$ cat src/rtl/load_store_unit.sv
// ---------------------------------------------------------------------------
// load_store_unit
// Bridges the core's execute stage to a word-addressed, asynchronously read
// memory. Byte-addressed loads/stores (byte, half, word) become single-word
// memory accesses. Loads pick the addressed lane and sign/zero extend it.
// Sub-word stores read the word, merge the new lane(s) and write it back.
//
// Ports
//   Clock, ResetN                  clock (rising edge), async active-low reset
//   ReqValid/ReqReady              request handshake (ready only in IDLE)
//   ReqWrite, ReqSize, ReqUnsigned request kind: store/load, 00/01/10 size
//   ReqAddr, ReqWData              byte address, right-aligned store data
//   RespValid/RespData/RespError   one-cycle completion pulse with result
//   MemStatus, MemAddress, MemI    memory write enable, word index, write data
//   MemQ                           memory read data (combinational from index)
// ---------------------------------------------------------------------------
module load_store_unit #(
    parameter int WordSize        = 32,
    parameter int WordsNumberLog2 = 8,
    parameter int AddrWidth       = 32
) (
    input  logic                       Clock,
    input  logic                       ResetN,
    input  logic                       ReqValid,
    output logic                       ReqReady,
    input  logic                       ReqWrite,
    input  logic [1:0]                 ReqSize,
    input  logic                       ReqUnsigned,
    input  logic [AddrWidth-1:0]       ReqAddr,
    input  logic [WordSize-1:0]        ReqWData,
    output logic                       RespValid,
    output logic [WordSize-1:0]        RespData,
    output logic                       RespError,
    output logic                       MemStatus,
    output logic [WordsNumberLog2-1:0] MemAddress,
    output logic [WordSize-1:0]        MemI,
    input  logic [WordSize-1:0]        MemQ
);

    localparam logic [1:0] ST_IDLE  = 2'd0;
    localparam logic [1:0] ST_READ  = 2'd1;
    localparam logic [1:0] ST_WRITE = 2'd2;
    localparam logic [1:0] ST_RESP  = 2'd3;

    localparam logic [1:0] SZ_BYTE = 2'b00;
    localparam logic [1:0] SZ_HALF = 2'b01;
    localparam logic [1:0] SZ_WORD = 2'b10;

    // Extracts the addressed lane (little-endian) and extends it to a word.
    function automatic logic [WordSize-1:0] load_extend(
        input logic [WordSize-1:0] word,
        input logic [1:0]          size,
        input logic [1:0]          lane,
        input logic                uns
    );
        logic [7:0]  b;
        logic [15:0] h;
        case (lane)
            2'd0:    b = word[7:0];
            2'd1:    b = word[15:8];
            2'd2:    b = word[23:16];
            2'd3:    b = word[31:24];
            default: b = 8'd0;
        endcase
        h = lane[1] ? word[31:16] : word[15:0];
        case (size)
            SZ_BYTE: load_extend = uns ? {24'd0, b} : {{24{b[7]}}, b};
            SZ_HALF: load_extend = uns ? {16'd0, h} : {{16{h[15]}}, h};
            default: load_extend = word;
        endcase
    endfunction

    // Replaces the addressed byte or half of the old word with the store data.
    function automatic logic [WordSize-1:0] store_merge(
        input logic [WordSize-1:0] word,
        input logic [15:0]         data,
        input logic [1:0]          size,
        input logic [1:0]          lane
    );
        store_merge = word;
        case (size)
            SZ_BYTE: begin
                case (lane)
                    2'd0:    store_merge[7:0]   = data[7:0];
                    2'd1:    store_merge[15:8]  = data[7:0];
                    2'd2:    store_merge[23:16] = data[7:0];
                    2'd3:    store_merge[31:24] = data[7:0];
                    default: store_merge = word;
                endcase
            end
            SZ_HALF: begin
                if (lane[1]) begin
                    store_merge[31:16] = data;
                end else begin
                    store_merge[15:0] = data;
                end
            end
            default: store_merge = word;
        endcase
    endfunction

    logic [1:0]                 state_r;
    logic                       ready_r;
    logic                       write_r;
    logic [1:0]                 size_r;
    logic                       unsigned_r;
    logic [1:0]                 lane_r;
    logic [15:0]                wdata_r;
    logic                       resp_valid_r;
    logic                       resp_error_r;
    logic [WordSize-1:0]        resp_data_r;
    logic                       mem_status_r;
    logic [WordsNumberLog2-1:0] mem_address_r;
    logic [WordSize-1:0]        mem_i_r;

    logic size_err_s;
    logic range_err_s;
    logic err_s;
    logic accept_s;

    // Size / alignment legality of the incoming request.
    always_comb begin
        size_err_s = 1'b0;
        if (ReqSize == 2'b11) begin
            size_err_s = 1'b1;
        end else if (ReqSize == SZ_HALF) begin
            size_err_s = ReqAddr[0];
        end else if (ReqSize == SZ_WORD) begin
            size_err_s = |ReqAddr[1:0];
        end else begin
            size_err_s = 1'b0;
        end
    end

    // Any address bit above the memory's word range makes the request illegal.
    assign range_err_s = |ReqAddr[AddrWidth-1:WordsNumberLog2+2];
    assign err_s       = size_err_s | range_err_s;
    assign accept_s    = ReqValid & ready_r;

    // Request capture, FSM sequencing and all registered outputs.
    always_ff @(posedge Clock or negedge ResetN) begin
        if (!ResetN) begin
            state_r       <= ST_IDLE;
            ready_r       <= 1'b1;
            write_r       <= 1'b0;
            size_r        <= 2'd0;
            unsigned_r    <= 1'b0;
            lane_r        <= 2'd0;
            wdata_r       <= 16'd0;
            resp_valid_r  <= 1'b0;
            resp_error_r  <= 1'b0;
            resp_data_r   <= {WordSize{1'b0}};
            mem_status_r  <= 1'b0;
            mem_address_r <= {WordsNumberLog2{1'b0}};
            mem_i_r       <= {WordSize{1'b0}};
        end else begin
            case (state_r)
                ST_IDLE: begin
                    if (accept_s) begin
                        write_r       <= ReqWrite;
                        size_r        <= ReqSize;
                        unsigned_r    <= ReqUnsigned;
                        lane_r        <= ReqAddr[1:0];
                        wdata_r       <= ReqWData[15:0];
                        mem_address_r <= ReqAddr[WordsNumberLog2+1:2];
                        resp_data_r   <= {WordSize{1'b0}};
                        ready_r       <= 1'b0;
                        if (err_s) begin
                            state_r      <= ST_RESP;
                            resp_valid_r <= 1'b1;
                            resp_error_r <= 1'b1;
                        end else if (ReqWrite && (ReqSize == SZ_WORD)) begin
                            // Whole-word store needs no read: write next cycle.
                            state_r      <= ST_WRITE;
                            mem_i_r      <= ReqWData;
                            mem_status_r <= 1'b1;
                        end else begin
                            state_r <= ST_READ;
                        end
                    end
                end
                ST_READ: begin
                    // MemQ already reflects mem_address_r (async read).
                    if (write_r) begin
                        mem_i_r      <= store_merge(MemQ, wdata_r, size_r, lane_r);
                        mem_status_r <= 1'b1;
                        state_r      <= ST_WRITE;
                    end else begin
                        resp_data_r  <= load_extend(MemQ, size_r, lane_r, unsigned_r);
                        resp_valid_r <= 1'b1;
                        state_r      <= ST_RESP;
                    end
                end
                ST_WRITE: begin
                    mem_status_r <= 1'b0;
                    resp_valid_r <= 1'b1;
                    state_r      <= ST_RESP;
                end
                ST_RESP: begin
                    resp_valid_r <= 1'b0;
                    resp_error_r <= 1'b0;
                    resp_data_r  <= {WordSize{1'b0}};
                    ready_r      <= 1'b1;
                    state_r      <= ST_IDLE;
                end
                default: begin
                    resp_valid_r <= 1'b0;
                    resp_error_r <= 1'b0;
                    mem_status_r <= 1'b0;
                    ready_r      <= 1'b1;
                    state_r      <= ST_IDLE;
                end
            endcase
        end
    end

    assign ReqReady   = ready_r;
    assign RespValid  = resp_valid_r;
    assign RespError  = resp_error_r;
    assign RespData   = resp_data_r;
    assign MemStatus  = mem_status_r;
    assign MemAddress = mem_address_r;
    assign MemI       = mem_i_r;

endmodule

$ cat config.mk
export PLATFORM = sky130hd
export DESIGN_NAME = load_store_unit
export DESIGN_NICKNAME = d
export VERILOG_FILES = /design/src/rtl/load_store_unit.sv
export SDC_FILE = /design/constraint.sdc
export NUM_CORES = 1
export LEC_CHECK = 0
export CAP_MARGIN = 5
export CORE_UTILIZATION = 69
export DETAILED_ROUTE_END_ITERATION = 8
export DONT_BUFFER_PORTS = 1
export PLACE_DENSITY = 0.84
export RECOVER_POWER = 50
export SKIP_CTS_REPAIR_TIMING = 1
export SLEW_MARGIN = 5
export SYNTH_ARGS = -nofsm -noshare
export SYNTH_HDL_FRONTEND = slang
export SYNTH_SLANG_ARGS = --single-unit
export TNS_END_PERCENT = 50
$ cat constraint.sdc
create_clock -name Clock -period 3.3 [get_ports Clock]
set_input_delay 0.165 -clock Clock [delete_from_list [all_inputs] [get_ports Clock]]
set_output_delay 0.165 -clock Clock [all_outputs]
set_load 0.005 [all_outputs]
==> results.cfg, run 1 <==
[clocking]
clockBufferDepth = 2
clk_pin_slew_ns = 0.10
cts_tree = done
cts_htree_levels = 3
cts-buffers-inserted = 9
worstSkewPairLatency_ns = 0.36
root_buffer = clkbuf_8
cts.sinks = 100

[setup_path]
worstRegToRegCells = 8
end_kind = register
r2r_slack_ns = 0.53
r2r-start = state_r[1]$_DFFE_PN0P_
crit_cells = 8
crit_path_max_fanout = 17
cp.arrival_ns = 3.06
crit_type = reg -> reg
crit_path_start = state_r[1]$_DFFE_PN0P_
slowest_delay_ns = 0.80
startpoint_type = register
setup.worst_path.end = RespData[23]$_DFFE_PN0P_
r2r_end = RespData[23]$_DFFE_PN0P_
critPathTopFamily = simple AND/OR/NAND/NOR gates
crit_chain = inv_1, ha_2, inv_1, nor2_1, nand2_1, buf_4, nor2_1, a221o_1
cp_slowest_cell = nor2_1
cp.required_ns = 3.59
crit_buf_inv = 3

[cells_and_area]
nets = 649
drive_gt1_frac = 0.176
register_area_mm2 = 0.00250
final_cell_area_mm2 = 0.00612
area_delta_synth_final_pct = 13.4
n_antenna_cell = 0
layout_common_cells = dfrtp_1 (99), nand2_1 (75), mux2_2 (55)
fillers = 406
multi_input_area_mm2 = 0.00271
final_common_cell = dfrtp_1
fin_cells = 645

[timing]
skew_ns = 0.0147
fin_crit_ns = 2.77
max_slew.worst_pin.slew_ns = 2.38
fmax_ghz = 0.361
final-hold-violation-count = 0
slew_violations = 101
period_share = 0.840
setup_viol = 0
rsz0062_at_grt = no
setup_tns_ns = 0
slew_headroom = -0.589

[placed_design]
hpwl_um = 10700
place_area_mm2 = 0.00545
routabilityCongestion = 0.884
io_buffers = 0
dp.cells = 582

[min_path]
hp-class = in -> reg

[drt]
remaining_drc_errors = 0
vias = 4567
drt-initial-drc-count = 600
wl_per_cell_um = 25.0
totalWireLength_um = 16100
drt-pass1-iter-count = 8
viasPerCell = 7.08
antenna_left = 0

[grt]
grt_max_degree = 101
first_global_vias = 4152
grt_usage = 0.364
antenna_found_initial = 0
overflow = 0
grt_pass1_wl_um = 22900

[die]
placementRows = 31
die-width_um = 90.4
io_pins = 179
die_area_mm2 = 0.00818
core_mm2 = 0.00741
die_h_um = 90.4
initial_core_util = 0.728

[synth]
syn_inst = 505
synth-edff-count = 0
synthFlopType = dfrtp_1
syn-cell-area_mm2 = 0.00540
synth-seq-cells = 100
async_flop_share = 1.00
avgSynthCellArea_um2 = 10.7
synth-seq-area-share = 0.464
synthesis.nets = 612
ys_warn_count = 0
yosys.cell_types.count = 53

[status]
status = finished with violations
violations = max-capacitance violations, max-slew violations

[power_and_ir_drop]
leakage_nw = 2.65
p_per_area_mw_per_mm2 = 990
worst_ir_drop_vdd_mv = 0.625

[job]
max_cap_violations = 1
how the worst min path moves through the flow:
stage | start | end | slack, ns | cells after the start
5_1_grt | ReqValid | state_r[1]$_DFFE_PN0P_ | 0.03 | 2
3_5_place_dp | ResetN | RespValid$_DFFE_PN0P_ | -0.13 | 0
6_report | ReqValid | ReqReady$_DFFE_PN1P_ | 0.02 | 2
2_1_floorplan | ResetN | MemAddress[0]$_DFFE_PN0P_ | -0.13 | 0
3_3_place_gp | ResetN | RespError$_DFFE_PN0P_ | -0.13 | 0
4_1_cts | ResetN | RespValid$_DFFE_PN0P_ | -0.52 | 0
sequential cells by signal, summed over array words and instances, names as in the netlist:
name	flops
MemAddress	8
MemI	32
MemStatus	1
ReqReady	1
RespData	32
RespError	1
RespValid	1
lane_r	2
size_r	2
state_r	2
unsigned_r	1
wdata_r	16
write_r	1
cells in the mapped netlist (all sizes together), types with 8 or more instances:
cell,n,area (µm²)
dfrtp,99,2480
a21oi,17,85.1
inv,8,30.0
a211o,8,70.1
a22o,9,78.8
mux2,84,965
a31oi,19,119
a32oi,12,105
o21ai,10,50.0
nor2,40,150
nand2,75,282
a41oi,9,78.8
a221o,16,160
clkbuf,18,67.6
buf,15,90.1
stage by stage:
stage | hold WS, ns | total power, mW | setup WS, ns | utilization
after floorplan | -0.131 | 4.40 | 1.24 | -
after global placement | -0.128 | 4.96 | 0.804 | 0.735
after detailed placement | -0.128 | 5.08 | 0.638 | 0.735
after CTS | -0.520 | 5.84 | 0.617 | 0.761
after global routing | 0.0262 | 6.37 | 0.303 | 0.826
final | 0.0155 | 6.06 | 0.528 | 0.826
area by class of cell:
type                            instances  share of cell area
Multi-Input combinational cell        363               0.443
Clock inverter                          6              0.0102
Clock buffer                            9              0.0202
Timing Repair Buffer                   59              0.0912
Sequential cell                       100               0.409
Tap cell                               99              0.0202
Inverter                                9             0.00552
layer usage:
layer  global-route usage  share of wire
met5                    0              0
met4               0.0860          0.020
met3               0.0892           0.11
met2                0.529           0.47
met1                0.553           0.40
cells by family (layout without fill, tap and decap cells):
group	after synthesis	in the layout	synth area share
buffers and inverters	42	83	0.0355
and+or+nand+nor	141	141	0.114
adders and majority gates	4	4	0.00927
AOI/OAI and AO/OA	130	130	0.189
muxes	88	88	0.188
DFF	100	100	0.464
power breakdown:
| part | internal [mW] | switching, mW | leakage, nW |
|---|---|---|---|
| Sequential | 1.86 | 0.671 | 1.24 |
| Combinational | 1.22 | 1.53 | 1.31 |
| Clock | 0.349 | 0.430 | 0.0996 |
| Total | 3.43 | 2.63 | 2.65 |
Note: power is estimated with default switching activity, not from simulation.
==> run 2, diff against run 1 <==
--- a/config.mk
+++ b/config.mk
@@ -6,10 +6,10 @@
 export NUM_CORES = 1
 export LEC_CHECK = 0
 export CAP_MARGIN = 5
-export CORE_UTILIZATION = 69
+export CORE_UTILIZATION = 58
 export DETAILED_ROUTE_END_ITERATION = 8
 export DONT_BUFFER_PORTS = 1
-export PLACE_DENSITY = 0.84
+export PLACE_DENSITY = 0.75
 export RECOVER_POWER = 50
 export SKIP_CTS_REPAIR_TIMING = 1
 export SLEW_MARGIN = 5
==> constraint.sdc (replaced) <==
create_clock -name Clock -period 2.5 [get_ports Clock]
set_input_delay 0.125 -clock Clock [delete_from_list [all_inputs] [get_ports Clock]]
set_output_delay 0.125 -clock Clock [all_outputs]
set_load 0.005 [all_outputs]
==> run 2 against run 1 <==
Effect of this change:
- the run ends with design-rule violations, negative hold slack left
- non-clock buffer count grew 11
- combinational power rose by 30%
- count of clock-buffer cells in the layout increased by 2
- die area grew 19%
- utilization is 12 points lower
- global-route usage fell by 4.3 points
- critical path depth down 3
- design area grew 1.8%
- first-iteration DRC count down 24%
- maximum frequency up 22%
- sequential power rose by 32%
- largest power group unchanged
==> results.cfg, run 2 (synthesis gave the netlist of run 1 again) <==
[clocking]
cts_htree_levels = 3
cts_tree = done
worstSkewPairLatency_ns = 0.37
root_buffer = clkbuf_8
cts.sinks = 100
cts-buffers-inserted = 9
clockBufferDepth = 2
clk_pin_slew_ns = 0.09

[status]
status = finished with violations
violations = design-rule violations, negative hold slack

[setup_path]
critPathTopFamily = flip-flops
startpoint_type = register
crit_buf_inv = 1
cp.required_ns = 2.81
slowest_delay_ns = 0.71
crit_cells = 5
end_kind = register
crit_type = reg -> reg
cp_slowest_cell = dfrtp_1
worstRegToRegCells = 5
crit_path_max_fanout = 18
crit_path_start = lane_r[1]$_DFFE_PN0P_
crit_chain = clkinvlp_4, nor2_1, a32oi_1, a41oi_1, mux2_1
r2r-start = lane_r[1]$_DFFE_PN0P_
cp.arrival_ns = 2.58

[timing]
setup_viol = 0
period_share = 0.911
fin_crit_ns = 2.28
final-hold-violation-count = 3
skew_ns = 0.0148
setup_tns_ns = 0
slew_violations = 0
slew_headroom = 0.103
fin_ws_ns = 0.223
fmax_ghz = 0.439
max_slew.worst_pin.slew_ns = 1.35
worst_hold_slack_ns = -0.0161
rsz0062_at_grt = no

[grt]
grt_max_degree = 101
overflow = 0
first_global_vias = 4178
grt_pass1_wl_um = 23700
grt_usage = 0.321
antenna_found_initial = 0

[cells_and_area]
n_antenna_cell = 0
multi_input_area_mm2 = 0.00270
register_area_mm2 = 0.00250
layout_common_cells = dfrtp_1 (99), nand2_1 (75), mux2_2 (55)
fillers = 664
final_common_cell = dfrtp_1
area_delta_synth_final_pct = 15.4
drive_gt1_frac = 0.183
nets = 660

[die]
io_pins = 179
core_mm2 = 0.00885
die-width_um = 98.5
placementRows = 34
initial_core_util = 0.610
die_h_um = 98.5
die_area_mm2 = 0.00969

[job]
max_cap_violations = 0

[drt]
vias = 4518
viasPerCell = 6.78
drt-initial-drc-count = 459
totalWireLength_um = 16000
remaining_drc_errors = 8
drt-pass1-iter-count = 9
antenna_left = 0
wl_per_cell_um = 24.0

[placed_design]
io_buffers = 0
place_ws_ns = 0.191
hpwl_um = 11200
routabilityCongestion = 0.905

[power_and_ir_drop]
p_per_area_mw_per_mm2 = 1270
worst_ir_drop_vdd_mv = 0.596
leakage_nw = 2.69

[min_path]
hp-class = in -> reg
hold-path-cell-count = 2
min-delay-start = ReqWData[31]
## run 2: cell types whose count changed in the layout (fill, tap and decap cells not counted), sizes merged
cell / delta
clkbuf: +2
clkinvlp: +3
dlygate4sd3: +5
buf: +6
inv: -2
clkinv: -2
## run 2: worst paths after layout
kind | slack [ns] | to
worst max register to register | 0.22 | MemI[14]$_DFFE_PN0P_
worst min-delay path | -0.02 | MemI[31]$_DFFE_PN0P_
worst min register to register | 0.53 | RespData[8]$_DFFE_PN0P_
worst max-delay path | 0.22 | MemI[14]$_DFFE_PN0P_
min in group asynchronous | 0.64 | RespValid$_DFFE_PN0P_
max in group asynchronous | 1.02 | wdata_r[7]$_DFFE_PN0P_
## run 2: power breakdown
group / leakage [nW] / internal (mW) / switching [mW]
Clock: 0.0897 / 0.467 / 0.560
Sequential: 1.24 / 2.45 / 0.880
Combinational: 1.36 / 1.65 / 1.93
## run 2: area by class of cell
cell class	count	area share
Multi-Input combinational cell	363	0.434
Tap cell	108	0.0217
Sequential cell	100	0.402
Clock inverter	5	0.0100
Clock buffer	11	0.0211
Inverter	9	0.00603
Timing Repair Buffer	70	0.105
## run 2: routing by layer
layer  up-vias  wire (µm)  share of wire  track usage
li1       2010          -              -            -
met1      2217       6770           0.42        0.470
met2       267       7280           0.46        0.466
met3        24       1640           0.10       0.0801
met4         0        278          0.017        0.109
met5         -          0              0            0
## run 2: metrics by stage
stage / hold WS (ns) / instance area, µm² / cells / utilization / power [mW]
3_5_place_dp: -0.169 / 5500 / 597 / 0.622 / 6.76
6_report: -0.0161 / 6230 / 666 / 0.704 / 7.94
2_1_floorplan: -0.171 / 5400 / 505 / - / 5.81
3_3_place_gp: -0.168 / 5500 / 597 / 0.622 / 6.61
4_1_cts: -0.577 / 5700 / 613 / 0.644 / 7.79
5_1_grt: 0.00587 / 6230 / 666 / 0.704 / 8.42
